`config.mk`:
```
export PLATFORM = sky130hd
export DESIGN_NAME = mac_fix_sched
export DESIGN_NICKNAME = d
export VERILOG_FILES = /design/src/rtl/mac_fix_sched.sv
export SDC_FILE = /design/constraint.sdc
export NUM_CORES = 1
export LEC_CHECK = 0
export CORE_ASPECT_RATIO = 1.1
export CORE_MARGIN = 8
export CORE_UTILIZATION = 41
export CTS_BUF_LIST = sky130_fd_sc_hd__clkbuf_8 sky130_fd_sc_hd__clkbuf_16
export DETAILED_ROUTE_END_ITERATION = 16
export PLACE_DENSITY_LB_ADDON = 0.08
export SLEW_MARGIN = 0
export SYNTH_ARGS = -nofsm -noshare
export SYNTH_HDL_FRONTEND = slang
export SYNTH_SLANG_ARGS = --single-unit
```
`constraint.sdc`:
```
create_clock -name clk -period 2.3 [get_ports clk]
set_input_delay 0.23 -clock clk [delete_from_list [all_inputs] [get_ports clk]]
set_output_delay 0.23 -clock clk [all_outputs]
set_load 0.01 [all_outputs]
```
`src/rtl/mac_fix_sched.sv`:
```
//============================================================================
// Module      : mac_fix_sched
// Description : Sequencer for the fixed-point MAC array. For each of I output
//               groups it streams J vector words and A-bit matrix rows from
//               1-cycle-latency RAMs into the MAC, waits for the group result
//               (beta) and writes it to the result buffer at address k.
//               Raises done after the last group; flags err on a beta timeout.
// Revision    : 1.0 - initial release
//============================================================================
`timescale 1ns/1ps
`default_nettype none

module mac_fix_sched #(
    parameter int J       = 14,
    parameter int I       = 7,
    parameter int A       = 2,
    parameter int TIMEOUT = 255,
    localparam int JW     = $clog2(J) + 1,
    localparam int IW     = $clog2(I) + 1,
    localparam int MW     = $clog2(I * J) + 1,
    localparam int TW     = $clog2(TIMEOUT + 1)
) (
    input  logic            clk,
    input  logic            rst_n,
    input  logic            start,
    output logic            busy,
    output logic            done,
    output logic            err,
    output logic            v_rd_en,
    output logic [JW-1:0]   v_addr,
    input  logic [31:0]     v_rdata,
    output logic            m_rd_en,
    output logic [MW-1:0]   m_addr,
    input  logic [A-1:0]    m_rdata,
    output logic [31:0]     vinput,
    output logic            vinput_tvalid,
    output logic            vinput_tlast,
    output logic [A-1:0]    M_row,
    output logic            M_row_tvalid,
    output logic            M_row_tlast,
    input  logic            beta_tvalid,
    input  logic [A*8-1:0]  beta,
    output logic            res_we,
    output logic [IW-1:0]   res_addr,
    output logic [A*8-1:0]  res_data
);

    localparam logic [JW-1:0] C_J_LAST = JW'(J - 1);
    localparam logic [IW-1:0] C_I_LAST = IW'(I - 1);
    localparam logic [TW-1:0] C_T_MAX  = TW'(TIMEOUT);
    localparam logic [MW-1:0] C_J_STEP = MW'(J);

    typedef enum logic [1:0] {
        S_IDLE  = 2'd0,
        S_ISSUE = 2'd1,
        S_WAIT  = 2'd2,
        S_DONE  = 2'd3
    } state_t;

    state_t           state_q,    state_d;
    logic [JW-1:0]    j_q,        j_d;
    logic [IW-1:0]    k_q,        k_d;
    logic [MW-1:0]    base_q,     base_d;     // k*J, kept as a running sum
    logic [TW-1:0]    cnt_q,      cnt_d;
    logic             err_q,      err_d;
    logic             done_q,     done_d;
    logic             tvalid_q,   tvalid_d;
    logic             tlast_q,    tlast_d;
    logic             res_we_q,   res_we_d;
    logic [IW-1:0]    res_addr_q, res_addr_d;
    logic [A*8-1:0]   res_data_q, res_data_d;

    // Next-state and next-output computation for the group sequencer.
    always_comb begin
        state_d    = state_q;
        j_d        = j_q;
        k_d        = k_q;
        base_d     = base_q;
        cnt_d      = cnt_q;
        err_d      = err_q;
        res_addr_d = res_addr_q;
        res_data_d = res_data_q;
        res_we_d   = 1'b0;
        done_d     = 1'b0;
        // RAM data lands one cycle after the read, so the stream flags are
        // simply the read strobe (and its last-element qualifier) delayed.
        tvalid_d   = (state_q == S_ISSUE);
        tlast_d    = (state_q == S_ISSUE) && (j_q == C_J_LAST);

        case (state_q)
            S_IDLE: begin
                if (start) begin
                    j_d     = '0;
                    k_d     = '0;
                    base_d  = '0;
                    err_d   = 1'b0;
                    state_d = S_ISSUE;
                end
            end
            S_ISSUE: begin
                if (j_q == C_J_LAST) begin
                    j_d     = '0;
                    cnt_d   = '0;
                    state_d = S_WAIT;
                end else begin
                    j_d = j_q + JW'(1);
                end
            end
            S_WAIT: begin
                // A result arriving on the timeout cycle still gets written.
                if (beta_tvalid) begin
                    res_we_d   = 1'b1;
                    res_addr_d = k_q;
                    res_data_d = beta;
                    if (k_q == C_I_LAST) begin
                        state_d = S_DONE;
                    end else begin
                        k_d     = k_q + IW'(1);
                        base_d  = base_q + C_J_STEP;
                        state_d = S_ISSUE;
                    end
                end else if (cnt_q == C_T_MAX) begin
                    err_d   = 1'b1;
                    state_d = S_IDLE;
                end else begin
                    cnt_d = cnt_q + TW'(1);
                end
            end
            S_DONE: begin
                done_d  = 1'b1;
                state_d = S_IDLE;
            end
            default: state_d = S_IDLE;
        endcase
    end

    // State and output registers with asynchronous active-low reset.
    always_ff @(posedge clk or negedge rst_n) begin
        if (!rst_n) begin
            state_q    <= S_IDLE;
            j_q        <= '0;
            k_q        <= '0;
            base_q     <= '0;
            cnt_q      <= '0;
            err_q      <= 1'b0;
            done_q     <= 1'b0;
            tvalid_q   <= 1'b0;
            tlast_q    <= 1'b0;
            res_we_q   <= 1'b0;
            res_addr_q <= '0;
            res_data_q <= '0;
        end else begin
            state_q    <= state_d;
            j_q        <= j_d;
            k_q        <= k_d;
            base_q     <= base_d;
            cnt_q      <= cnt_d;
            err_q      <= err_d;
            done_q     <= done_d;
            tvalid_q   <= tvalid_d;
            tlast_q    <= tlast_d;
            res_we_q   <= res_we_d;
            res_addr_q <= res_addr_d;
            res_data_q <= res_data_d;
        end
    end

    assign busy          = (state_q != S_IDLE);
    assign v_rd_en       = (state_q == S_ISSUE);
    assign m_rd_en       = v_rd_en;
    assign v_addr        = j_q;
    assign m_addr        = base_q + MW'(j_q);
    assign vinput        = v_rdata;
    assign M_row         = m_rdata;
    assign vinput_tvalid = tvalid_q;
    assign vinput_tlast  = tlast_q;
    assign M_row_tvalid  = tvalid_q;
    assign M_row_tlast   = tlast_q;
    assign done          = done_q;
    assign err           = err_q;
    assign res_we        = res_we_q;
    assign res_addr      = res_addr_q;
    assign res_data      = res_data_q;

endmodule

`default_nettype wire
```
==> results.yml <==
setup_path:
  cp-start-kind: "flip-flop"
  crit_path_start: "v_addr[2]"
  rr_worst_depth: 5
  r2r_slack_ns: 0.43
  crit_path_end_kind: "output port"
  r2r_end: "cnt_q[7]"
  required_ns: 2.07
  critPathCapture: "m_addr[3]"
  critPathKind: "flip-flop to output port"
  crit_arrival_ns: 1.96
  r2r-start: "cnt_q[0]"
  crit_fanout: 3
finish:
  finalNetCount: 400
  final_cell_mix: "79 x nand2_1, 57 x clkdlybuf4s50_1, 50 x dfrtp_1"
  diodes: 0
  finish.utilization: 0.515
  mostFrequentLayoutCell: "nand2_1"
  drive_above_1_share: 0.0893
  area_delta_synth_final_pct: 22.5
  nFillCells: 615
power:
  vdd_drop_max_uv: 624
  power.total_uw: 3830
  cellPowerDensity_nw_per_um2: 1140
  p_clk_frac: 0.149
  internal_power_uw: 2420
  pwr-share-seq: 0.380
  p_sw_frac: 0.367
  pwr-share-comb: 0.470
  leakage_uw: 0.00157
  net-switching-power_uw: 1400
floorplanning:
  die_w_microns: 93.9
  std_cell_rows: 31
  core_area_sq_um: 6520
  die_area_sq_um: 9550
  die_y_microns: 102
  initial_core_util: 0.420
  top_level_ports: 131
route:
  wire_per_inst_microns: 13.9
  ant_nets: 0
  totalWireLength_microns: 5800
  drc: 0
  drt_pass1_iterations: 4
  vias: 2031
  viasPerCell: 4.86
  drt-initial-drc-count: 63
clock_network:
  worstSkewPairLatency_ns: 0.30
  clkTransAtPathRegs_ns: 0.09
  tritoncts: "yes"
  cts_num_sinks: 51
  clk_path_buf_depth: 2
  cts.htree.levels: 2
  cts_buffers: 5
  ctsRootBufferMaster: "clkbuf_8"
  hold_buffers: 0
grt:
  track_usage: 0.126
  use_met1: 0.153
  grt_pass1_vias: 2048
  grt_pass1_wl_microns: 9720
  met2_usage: 0.198
  grt_use_met3: 0.0452
  grt.busiest_layer: "met2"
  antenna_found_initial: 0
  gr-total-overflow: 0
  grt_max_degree: 52
synthesis:
  synth_edf_count: 0
  avgSynthCellArea_sq_um: 9.16
  ys_ff_latch: 51
  ys_types: 45
  synth-main-ff-cell: "dfrtp_1"
  syn_inst: 299
  syn-cell-area_sq_um: 2740
  syn-num-nets: 364
  synth_warnings: 0
  async_flop_share: 1.00
  ys_seq_area_frac: 0.466
timing:
  slew_viol_final: 0
  fin_crit_sh: 0.951
  fmax_ghz: 0.457
  maxSlewHeadroom: 0.569
  setup_viol: 0
  rsz0062_at_grt: "no"
  holdWs_ns: 0.0362
  worst_slack_ns: 0.112
  min_period_ns: 2.19
  hold_viol: 0
  setup_tns_ns: 0
  tightestPinTransition_ns: 0.647
  fin_worst_skew_ns: 0.00680
status:
  outcome: "complete, no violations"
placed_design:
  io_buffer_count: 62
  hpwl_microns: 4180
  detailedPlace.worstSlack_ns: 0.0570
  place.gp.congestion: 0.794
hold_path:
  hold_path.class: "primary input to asynchronous set/reset pin"
flow_run:
  maxCapViolations: 0
power by group through the flow:
stage,sequential [uW],combinational [uW],clock [uW]
floorplan,1520,904,0
global placement,1460,1740,0
detailed placement,1470,1750,0
CTS,1460,1820,600
global route,1510,2000,629
finish,1460,1800,571
worst min-delay path by stage:
stage	startpoint	to	slack, ns	cells after the start
floorplan	rst_n	M_row_tlast	-0.07	0
global placement	rst_n	cnt_q[0]	0.39	2
detailed placement	rst_n	cnt_q[0]	0.39	2
CTS	rst_n	cnt_q[4]	0.05	2
global route	rst_n	cnt_q[4]	0.09	2
finish	rst_n	cnt_q[0]	0.04	2
through the flow:
step | instances | instance area, sq um
final | 418 | 3350
after global routing | 418 | 3350
after CTS | 417 | 3340
after detailed placement | 406 | 3190
after global placement | 406 | 3190
after floorplan | 299 | 2740
repair_timing:
| action | in CTS | in global routing |
|---|---|---|
| buffers inserted | 3 | 1 |
| endpoints found under the hold margin | 0 | 0 |
| pin swaps | 1 | 0 |
| setup endpoints to repair | 5 | 1 |
| resized for setup | 8 | 1 |
synthesized netlist by cell type, types with 2 or more instances:
| cell | n | area (sq um) |
|---|---|---|
| dfrtp_1 | 51 | 1280 |
| xor2_1 | 5 | 43.8 |
| a21oi_1 | 9 | 45.0 |
| buf_4 | 39 | 293 |
| inv_1 | 11 | 41.3 |
| nand3_1 | 6 | 30.0 |
| nand2b_1 | 3 | 18.8 |
| nand2_1 | 79 | 297 |
| clkbuf_1 | 4 | 15.0 |
| o21a_1 | 2 | 15.0 |
| o31ai_1 | 3 | 22.5 |
| a41oi_1 | 2 | 17.5 |
| nand4_1 | 2 | 12.5 |
| nor3b_2 | 2 | 25.0 |
| nor3_1 | 4 | 20.0 |
| nor2_1 | 17 | 63.8 |
| xnor2_1 | 6 | 52.6 |
| o21ai_0 | 15 | 75.1 |
| ha_1 | 10 | 125 |
| a31oi_1 | 3 | 18.8 |
| mux2i_1 | 2 | 20.0 |
final cells by class:
type | instances | area, sq um | share of cell area
Clock buffer | 7 | 96.3 | 0.0287
Tap cell | 82 | 103 | 0.0306
Sequential cell | 51 | 1280 | 0.381
Inverter | 11 | 41.3 | 0.0123
Timing Repair Buffer | 74 | 702 | 0.209
Clock inverter | 1 | 7.51 | 0.00224
Multi-Input combinational cell | 192 | 1130 | 0.336
logic make-up after synthesis:
family / count (synthesis) / synth area share
AND/OR/NAND/NOR: 123 / 0.202
XOR/XNOR: 11 / 0.0352
multiplexers: 3 / 0.0114
AO/OA/AOI/OAI: 43 / 0.0978
adder cells (fa/ha/maj): 11 / 0.0530
buffers and inverters: 56 / 0.133
flip-flops: 51 / 0.466
other: 1 / 0.00137
worst max-delay path: stages (launching register included):
cell,delay (ns)
dfrtp_1,0.43
ha_4,0.27
a21oi_2,0.18
buf_4,0.14
xnor2_1,0.10
clkdlybuf4s50_1,0.55
sequential cells by signal, summed over array words and instances, names as in the netlist, 2 cells and up:
name      count
v_addr        5
state_q       2
res_addr      4
k_q           4
res_data     16
base_q        7
cnt_q         8
metal layers:
layer,part of all wire,vias up
li1,-,1021
met4,0.013,0
met5,0,-
met3,0.083,7
met2,0.46,51
met1,0.45,952
Power figures use the tool's default switching activity.
